<file path="src/rtl/stdp_weight_ctrl_pkg.sv">
// stdp_pkg: FSM state encoding, dt window defaults, timer saturation value and signed saturating add
package stdp_pkg;
  typedef enum logic [1:0] {IDLE, REQ, CAPT, APPLY} state_t;
  localparam int DT_MIN_DEF = 2;
  localparam int DT_MAX_DEF = 20;
  localparam int TW_DEF = 8;
  localparam logic [TW_DEF-1:0] TIMER_SAT = '1;
  function automatic longint sat_add(input longint a, input longint b, input longint lo, input longint hi);
    longint s;
    s = a + b;
    return s > hi ? hi : (s < lo ? lo : s);
  endfunction
endpackage

</file>
<file path="src/rtl/stdp_weight_ctrl_if.sv">
// stdp_weight_ctrl_if: spike/tick inputs, delta lookup request/response and weight-side outputs
interface stdp_weight_ctrl_if #(parameter int TW = 8, parameter int WW = 24);
  logic tick;
  logic pre_spike;
  logic post_spike;
  logic [TW-1:0] lut_idx;
  logic [WW-1:0] lut_val;
  logic [WW-1:0] weight;
  logic upd_done;
  logic busy;
  logic drop;
  modport master (input tick, pre_spike, post_spike, lut_val, output lut_idx, weight, upd_done, busy, drop);
  modport slave (output tick, pre_spike, post_spike, lut_val, input lut_idx, weight, upd_done, busy, drop);
endinterface

</file>
<file path="src/rtl/stdp_weight_ctrl_timer.sv">
// spike_timer: time since last spike, cleared by load, advanced by tick, saturating at all-ones
module spike_timer #(parameter int TW = 8) (
  input  logic          clk,
  input  logic          rst,
  input  logic          tick,
  input  logic          load,
  output logic [TW-1:0] t
);
  always_ff @(posedge clk)
    if (!rst) t <= '1;
    else if (load) t <= '0;
    else if (tick && t != '1) t <= t + TW'(1);
endmodule

</file>
<file path="src/rtl/stdp_weight_ctrl.sv">
// stdp_weight_ctrl: STDP pairing detector, delta lookup requester and saturating weight update; STDP_BIDIR_EN adds pre-triggered depression
module stdp_weight_ctrl import stdp_pkg::*; #(
  parameter int TW = TW_DEF,
  parameter int WW = 24,
  parameter int DT_MIN = DT_MIN_DEF,
  parameter int DT_MAX = DT_MAX_DEF,
  parameter logic [WW-1:0] W_INIT = '0,
  parameter logic [WW-1:0] W_MAX = 24'h7FFFFF,
  parameter logic [WW-1:0] W_MIN = 24'h800000
) (
  input logic clk,
  input logic rst,
  stdp_weight_ctrl_if.master bus
);
  localparam logic [TW-1:0] LO = TW'(DT_MIN);
  localparam logic [TW-1:0] HI = TW'(DT_MAX);
  localparam longint WMAX_L = longint'($signed(W_MAX));
  localparam longint WMIN_L = longint'($signed(W_MIN));
  state_t state, nxt;
  logic [TW-1:0] pre_t, post_t;
  logic [WW-1:0] delta_r;
  logic signed [WW:0] delta_x;
  logic q_post, q_pre, neg;
  spike_timer #(.TW(TW)) u_pre (.clk(clk), .rst(rst), .tick(bus.tick), .load(bus.pre_spike), .t(pre_t));
  spike_timer #(.TW(TW)) u_post (.clk(clk), .rst(rst), .tick(bus.tick), .load(bus.post_spike), .t(post_t));
  // dt is the timer value before this cycle's spike clears it
  assign q_post = bus.post_spike && pre_t >= LO && pre_t <= HI;
`ifdef STDP_BIDIR_EN
  assign q_pre = bus.pre_spike && post_t >= LO && post_t <= HI;
`else
  logic unused_post;
  assign q_pre = 1'b0;
  assign unused_post = ^post_t;
`endif
  assign delta_x = neg ? -{delta_r[WW-1], delta_r} : {delta_r[WW-1], delta_r};
  always_ff @(posedge clk) state <= !rst ? IDLE : nxt;
  always_comb nxt = state == IDLE ? ((q_post || q_pre) ? REQ : IDLE) :
                    state == REQ  ? CAPT :
                    state == CAPT ? APPLY : IDLE;
  always_comb begin
    bus.busy = rst && state != IDLE;
    bus.upd_done = rst && state == APPLY;
    bus.drop = rst && (state != IDLE ? (q_post || q_pre) : (q_post && q_pre));
  end
  always_ff @(posedge clk)
    if (!rst) begin
      bus.lut_idx <= '0;
      bus.weight <= W_INIT;
      delta_r <= '0;
      neg <= 1'b0;
    end else begin
      if (state == IDLE && (q_post || q_pre)) begin
        bus.lut_idx <= q_post ? pre_t : post_t;
        neg <= !q_post;
      end
      if (state == CAPT) delta_r <= bus.lut_val;
      if (state == APPLY) bus.weight <= WW'(sat_add(longint'($signed(bus.weight)), longint'(delta_x), WMIN_L, WMAX_L));
    end
endmodule

</file>
<file path="src/flat_wrapper.sv">
// flat-port wrapper written by rule: the top's interface ports become plain ports
module stdp_weight_ctrl_flat import stdp_pkg::*;
#(
  parameter int TW = TW_DEF,
  parameter int WW = 24,
  parameter int DT_MIN = DT_MIN_DEF,
  parameter int DT_MAX = DT_MAX_DEF,
  parameter logic [WW-1:0] W_INIT = '0,
  parameter logic [WW-1:0] W_MAX = 24'h7FFFFF,
  parameter logic [WW-1:0] W_MIN = 24'h800000
)
  (clk, rst, bus_tick, bus_pre_spike, bus_post_spike, bus_lut_val, bus_lut_idx, bus_weight, bus_upd_done, bus_busy, bus_drop);
  stdp_weight_ctrl_if #(.TW(TW), .WW(WW)) bus_i ();
  input logic clk;
  input logic rst;
  input wire logic [$bits(bus_i.tick)-1:0] bus_tick;
  input wire logic [$bits(bus_i.pre_spike)-1:0] bus_pre_spike;
  input wire logic [$bits(bus_i.post_spike)-1:0] bus_post_spike;
  input wire logic [$bits(bus_i.lut_val)-1:0] bus_lut_val;
  output wire logic [$bits(bus_i.lut_idx)-1:0] bus_lut_idx;
  output wire logic [$bits(bus_i.weight)-1:0] bus_weight;
  output wire logic [$bits(bus_i.upd_done)-1:0] bus_upd_done;
  output wire logic [$bits(bus_i.busy)-1:0] bus_busy;
  output wire logic [$bits(bus_i.drop)-1:0] bus_drop;
  assign bus_i.tick = bus_tick;
  assign bus_i.pre_spike = bus_pre_spike;
  assign bus_i.post_spike = bus_post_spike;
  assign bus_i.lut_val = bus_lut_val;
  assign bus_lut_idx = bus_i.lut_idx;
  assign bus_weight = bus_i.weight;
  assign bus_upd_done = bus_i.upd_done;
  assign bus_busy = bus_i.busy;
  assign bus_drop = bus_i.drop;
  stdp_weight_ctrl #(.TW(TW), .WW(WW), .DT_MIN(DT_MIN), .DT_MAX(DT_MAX), .W_INIT(W_INIT), .W_MAX(W_MAX), .W_MIN(W_MIN)) u_core (.clk(clk), .rst(rst), .bus(bus_i));
endmodule
</file>
<file path="config.mk">
export PLATFORM = sky130hd
export DESIGN_NAME = stdp_weight_ctrl_flat
export DESIGN_NICKNAME = d
export VERILOG_FILES = /design/src/rtl/stdp_weight_ctrl_pkg.sv /design/src/rtl/stdp_weight_ctrl_if.sv /design/src/rtl/stdp_weight_ctrl_timer.sv /design/src/rtl/stdp_weight_ctrl.sv /design/src/flat_wrapper.sv
export SDC_FILE = /design/constraint.sdc
export NUM_CORES = 1
export LEC_CHECK = 0
export ABC_AREA = 1
export CELL_PAD_IN_SITES_DETAIL_PLACEMENT = 0
export CELL_PAD_IN_SITES_GLOBAL_PLACEMENT = 1
export CORE_UTILIZATION = 36
export CTS_CLUSTER_DIAMETER = 100
export CTS_CLUSTER_SIZE = 28
export DETAILED_ROUTE_END_ITERATION = 6
export GPL_TIMING_DRIVEN = 1
export PLACE_DENSITY_LB_ADDON = 0.1
export SYNTH_ARGS = -nofsm -noshare
export SYNTH_HDL_FRONTEND = slang
export SYNTH_HIERARCHICAL = 1
export SYNTH_SLANG_ARGS = --single-unit
</file>
<file path="constraint.sdc">
create_clock -name clk -period 2.9 [get_ports clk]
set_input_delay 0.29 -clock clk [delete_from_list [all_inputs] [get_ports clk]]
set_output_delay 0.29 -clock clk [all_outputs]
set_load 0.03 [all_outputs]
</file>
* Word-level counts from Yosys, hierarchy flattened *
Index checks and enable logic that the tools add are counted.

storage, ports and cells
  register bits after elaboration = 75
  bits in latches = 0
  RAM bits = 0
  ROM bits = 0
  output and inout port bits = 35
  memories = 0

operators by class
  add/subtract/negate cells = 4
  multipliers = 0
  div/mod/pow operators = 0
  order comparisons = 4
  equal/unequal tests = 5
  shift operators = 0
  muxes and demuxes = 13
  bitwise operators = 0
  reductions and logical operators = 13

operators by type and width
  cell                                                              count
  2-to-1 mux 24 bit                                                 2
  2-to-1 mux 8 bit                                                  5
  adder 24 x 25 -> 26 bit                                           1
  greater-than comparator 26 x 24 -> 1 bit (second input constant)  1
  < comparator 26 x 24 -> 1 bit (second input constant)             1
  2-to-1 mux 25 bit                                                 1
  negation 25 bit                                                   1
  adder 8 x 1 -> 8 bit (second input constant)                      2
  != test 8 bit (second input constant)                             2
  >= comparator 8 x 2 -> 1 bit (second input constant)              1
  less-or-equal comparator 8 x 5 -> 1 bit (second input constant)   1
  logical AND 1 bit                                                 8
  2-to-1 mux 2 bit                                                  3
  nonzero test 2 bit                                                3
  equality test 2 bit (second input constant)                       2
  equality test 2 x 1 -> 1 bit (second input constant)              1
  logical NOT 2 bit                                                 1
  2-to-1 mux 1 bit                                                  2
  logical NOT 1 bit                                                 1

* Logic depth before layout (Yosys ltp) *
Gate-level depths: netlist of the first run.

  depth in word-level cells = 6
  gate-level depth with buffers = 26

* Modules after synthesis *
Netlist of the first run, hierarchy kept.

by module, submodules not included
  module            times used  cells an instance  area an instance (um2)
  stdp_weight_ctrl  1           693                4506.8
  spike_timer       1           71                 499.2

* Worst setup path after synthesis of the first run *
Ideal clock, no wire load.

  kind = register to register
  start = register u_core.delta_r[0]
  end = register u_core.bus.weight[18]
  library setup time = 0.122 ns
  arrival time = 2.935 ns
  data required time = 2.778 ns
  path slack = -0.156 ns
  cell stages (with the launch flop) = 21
  clock period less this slack = 3.056 ns
  cell sequence = dfxtp_1 > inv_1 > ha_1 > nand3_1 > nor3_1 > nand4_1 > o21ai_1 > o21ai_0 > xor2_1 > ha_1 > nand2_2 > inv_1 > nand2_1 > nand2_1 > a21oi_1 > nand4_1 > nand2_1 > nand2_2 > a21oi_4 > buf_6 > a21oi_2

on the way
  longest elaborated chain between the ends = 6
  elaborated cells between the ends (all ways) = 7
  those cells by class = add/sub (2); order compare (2); mux (3)

ends and longest elaborated chain
  what                           RTL line                    RTL
  from (decl)                    stdp_weight_ctrl.sv:21      logic [WW-1:0] delta_r;
  from (signal assigned)         stdp_weight_ctrl.sv:56      if (state == CAPT) delta_r <= bus.lut_val;
  negation 25 bit                stdp_weight_ctrl.sv:35      assign delta_x = neg ? -{delta_r[WW-1], delta_r} : {delta_r[WW-1], delta_r};
  2-to-1 mux 25 bit *            stdp_weight_ctrl.sv:35
  adder 24 x 25 -> 26 bit *      stdp_weight_ctrl_pkg.sv:10  s = a + b;
  < comparator 26 x 24 -> 1 bit  stdp_weight_ctrl_pkg.sv:11  return s > hi ? hi : (s < lo ? lo : s);
  2-to-1 mux 24 bit              stdp_weight_ctrl_pkg.sv:11
  2-to-1 mux 24 bit *            stdp_weight_ctrl_pkg.sv:11
  to (signal assigned)           stdp_weight_ctrl.sv:57      if (state == APPLY) bus.weight <= WW'(sat_add(longint'($signed(bus.weight)), longint'(delta_x), WMIN_L, WMAX_L ...
  to (decl)                      stdp_weight_ctrl_if.sv:12   modport master (input tick, pre_spike, post_spike, lut_val, output lut_idx, weight, upd_done, busy, drop);

Every way passes the cells marked *; elsewhere a longest branch is shown, timed or not.
A chain may end at the register's enable or synchronous reset.

* Worst setup path in the final report of the first run *
  start = register u_core.delta_r[1]
  end = register u_core.bus.weight[10]

The elaborated chain is that of the path after synthesis.

==> impl_metrics.py, run 1 <==
metrics = {
    "clock_network": {
        "clock_latency_ns": 0.35,
        "cts_root_buf": "clkbuf_16",
        "ctsHtreeMaxLevel": 3,
        "cts_buffers": 9,
        "cts_tree": "done",
        "clockBufferDepth": 2,
        "clkTransAtPathRegs_ns": 0.07,
        "clkSinkCount": 67,
    },
    "die": {
        "coreArea_um2": 13400,
        "die-area_um2": 14400,
        "rows": 42,
        "die_y_um": 120,
        "die_w_um": 120,
        "start_util": 0.374,
        "pin_count": 64,
    },
    "place": {
        "gp_congestion": 0.882,
        "dpl.cell_count": 1093,
        "numPortBuffers": 63,
        "hpwl_mm": 11.8,
        "place_area_um2": 6640,
    },
    "worst_setup_path": {
        "path_buf_inv": 3,
        "arrival_ns": 3.65,
        "slowest_stage": "dfxtp_1",
        "required_ns": 3.14,
        "critical-path-top-delay-family": "simple AND/OR/NAND/NOR gates",
        "critPathMaxFanout": 7,
        "critPathCaptureType": "flop",
        "path_class": "flop to flop",
        "worstPathCellList": "inv_2 > nand3_2 > nor2_2 > nand2_1 > nor2_2 > nand3_2 > nand3b_1 > nor2_2 > nand2_1 > nand2_2 > xnor2_2 > ha_4 > nand2_2 > nor2_4 > buf_4 > a21oi_2 > nand4_1 > nand2_1 > nand2_2 > a21oi_4 > clkbuf_16 > a21oi_2",
        "cpPeakStageDelay_ns": 0.31,
        "start_kind": "flop",
    },
    "routing": {
        "totalWireLength_mm": 15.6,
        "first_pass_iters": 4,
        "wl_per_cell_um": 13.9,
        "drt_first_iter_violations": 238,
        "vias": 5386,
        "vias_per_cell": 4.80,
        "drc": 0,
        "ant_nets": 0,
    },
    "global_routing": {
        "grt_pass1_wl_mm": 24.9,
        "grt_pass1_vias": 5128,
        "grtUsageTotal": 0.222,
        "overflow": 0,
        "grt_max_degree": 41,
        "antenna_found_initial": 0,
    },
    "job": {
        "maxCapViolations": 0,
    },
    "layout": {
        "drive_gt1_frac": 0.259,
        "n_antenna_cell": 0,
        "postLayoutCellArea_um2": 7360,
        "n_fill_cell": 1360,
        "area_delta_synth_final_pct": 47.1,
        "mostFrequentLayoutCell": "nand2_1",
        "final_util": 0.550,
        "nets": 1003,
        "final_cell_mix": "nand2_1, buf_4, inv_1",
        "instances_no_fill": 1122,
    },
    "yosys": {
        "synth_top_area_share": 0.268,
        "syn_inst": 764,
        "ys_ff_latch": 67,
        "synth_seq_area_share": 0.268,
        "avgSynthCellArea_um2": 6.55,
        "yosysTopAreaCell": "dfxtp_1",
        "synth_area_leaders": "dfxtp_1, nand2_1, ha_1",
        "yosysWarnings": 6,
        "syn-cell-area_um2": 5010,
        "synthDistinctLibCells": 34,
        "synth.net_count": 826,
    },
    "sta": {
        "tightest_slew_ns": 0.980,
        "period_minus_slack_ns": 3.41,
        "clock_skew_ns": 0.0114,
        "slew_violations": 0,
        "rsz0062_at_grt": "yes",
        "max-slew-margin-rel": 0.346,
        "hold_slack_ns": 0.280,
        "timing.final.crit_share": 1.18,
        "max_freq_mhz": 293,
        "finalSetupViolations": 24,
        "timing.final.hold_violations": 0,
        "setup_slack_ns": -0.515,
    },
    "status": {
        "status": "complete, but fails checks",
        "violations": "negative setup slack",
    },
    "hold_path": {
        "hold_path.class": "input pin to flop",
    },
    "power": {
        "ir_drop_uv": 317,
        "p_per_area_nw_per_um2": 303,
        "leakage_nw": 3.61,
    },
}
[worst paths after layout]
check / start / end / slack [ns] / cells past startpoint
max: u_core/delta_r[1] / u_core/bus.weight[10] / -0.51 / 22
min: rst / u_core/bus.lut_idx[7] / 0.28 / 3
max reg2reg: u_core/delta_r[1] / u_core/bus.weight[10] / -0.51 / 22
min reg2reg: u_core/bus.lut_idx[7] / u_core/bus.lut_idx[7] / 0.44 / 2
[metal layers]
layer  global-route usage  wire length, um  up-vias
met5                    0                0        -
met4               0.0898              252        0
met3               0.0342              590       14
met2                0.363             7330      106
met1                0.290             7450     2459
li1                     -                -     2807
[flip-flops by register name, summed over array words and instances, names as in the netlist]
signal / count
u_core/neg: 1
u_core/state: 2
u_core/bus.weight: 24
u_core/delta_r: 24
u_core/bus.lut_idx: 8
u_core/u_pre/t: 8
[where the power goes]
part | switching, mW | internal (mW) | leakage (nW)
clock network | 0.450 | 0.694 | 0.147
registers | 0.0191 | 0.932 | 0.543
logic | 0.0699 | 0.0660 | 2.92
[cell usage after synthesis (all sizes together)]
| library cell | instances |
|---|---|
| ha | 32 |
| nor3 | 6 |
| a21oi | 65 |
| nand3 | 50 |
| inv | 96 |
| nor2 | 88 |
| and2 | 2 |
| o211ai | 1 |
| o311ai | 1 |
| nand4 | 8 |
| fa | 1 |
| clkbuf | 15 |
| o21ai | 68 |
| nand2 | 205 |
| nor4 | 2 |
| xnor2 | 21 |
| o21bai | 4 |
| nand3b | 2 |
| or2 | 2 |
| a31oi | 2 |
| dfxtp | 67 |
| xor2 | 21 |
| buf | 5 |
[cells by family after synthesis]
family,synth area share
and+or+nand+nor,0.319
AOI/OAI and AO/OA,0.163
buffers and inverters,0.0930
DFF,0.268
xor gates and xnor gates,0.0735
adders and majority gates,0.0840
[metrics by stage]
step	TNS (ns)	power (mW)	worst slack (ns)
2_1_floorplan	-1.06	1.04	-0.0528
3_3_place_gp	-12.20	1.10	-0.524
3_5_place_dp	-13.67	1.11	-0.592
4_1_cts	-9.43	2.26	-0.436
5_1_grt	-16.80	2.31	-0.739
6_report	-11.41	2.23	-0.515
[worst min-delay path, delay by kind of cell]
family | cells | cell delay [ns]
buffers and inverters | 2 | 0.19
and+or+nand+nor | 1 | 0.10
[repair_timing]
| action | in CTS | in global routing |
|---|---|---|
| buffers inserted | 9 | 3 |
| endpoints found under the setup margin | 24 | 24 |
| pin swaps | 21 | 18 |
| resized for setup | 34 | 32 |
| cloned | 0 | 1 |
| hold buffers | 0 | 0 |
[final cells by class]
| class | instances | area, um^2 | share of cell area |
|---|---|---|---|
| multi-input cells | 581 | 3540 | 0.481 |
| repair buffers | 186 | 1590 | 0.216 |
| clock inverters | 5 | 60.1 | 0.00815 |
| inverters | 96 | 363 | 0.0493 |
| flip-flops and latches | 67 | 1340 | 0.182 |
| clock buffers | 11 | 243 | 0.0330 |
| well taps | 176 | 220 | 0.0299 |
No activity file was read; power rests on OpenSTA's default activity.
==> inputs of run 2 (changes only) <==
--- a/config.mk
+++ b/config.mk
@@ -10,7 +10,6 @@
 export CELL_PAD_IN_SITES_GLOBAL_PLACEMENT = 1
 export CORE_UTILIZATION = 36
 export CTS_CLUSTER_DIAMETER = 100
-export CTS_CLUSTER_SIZE = 28
 export DETAILED_ROUTE_END_ITERATION = 6
 export GPL_TIMING_DRIVEN = 1
 export PLACE_DENSITY_LB_ADDON = 0.1
==> results of run 2 <==
Same layout as run 1: the final DEF is identical, and so are final timing and power.
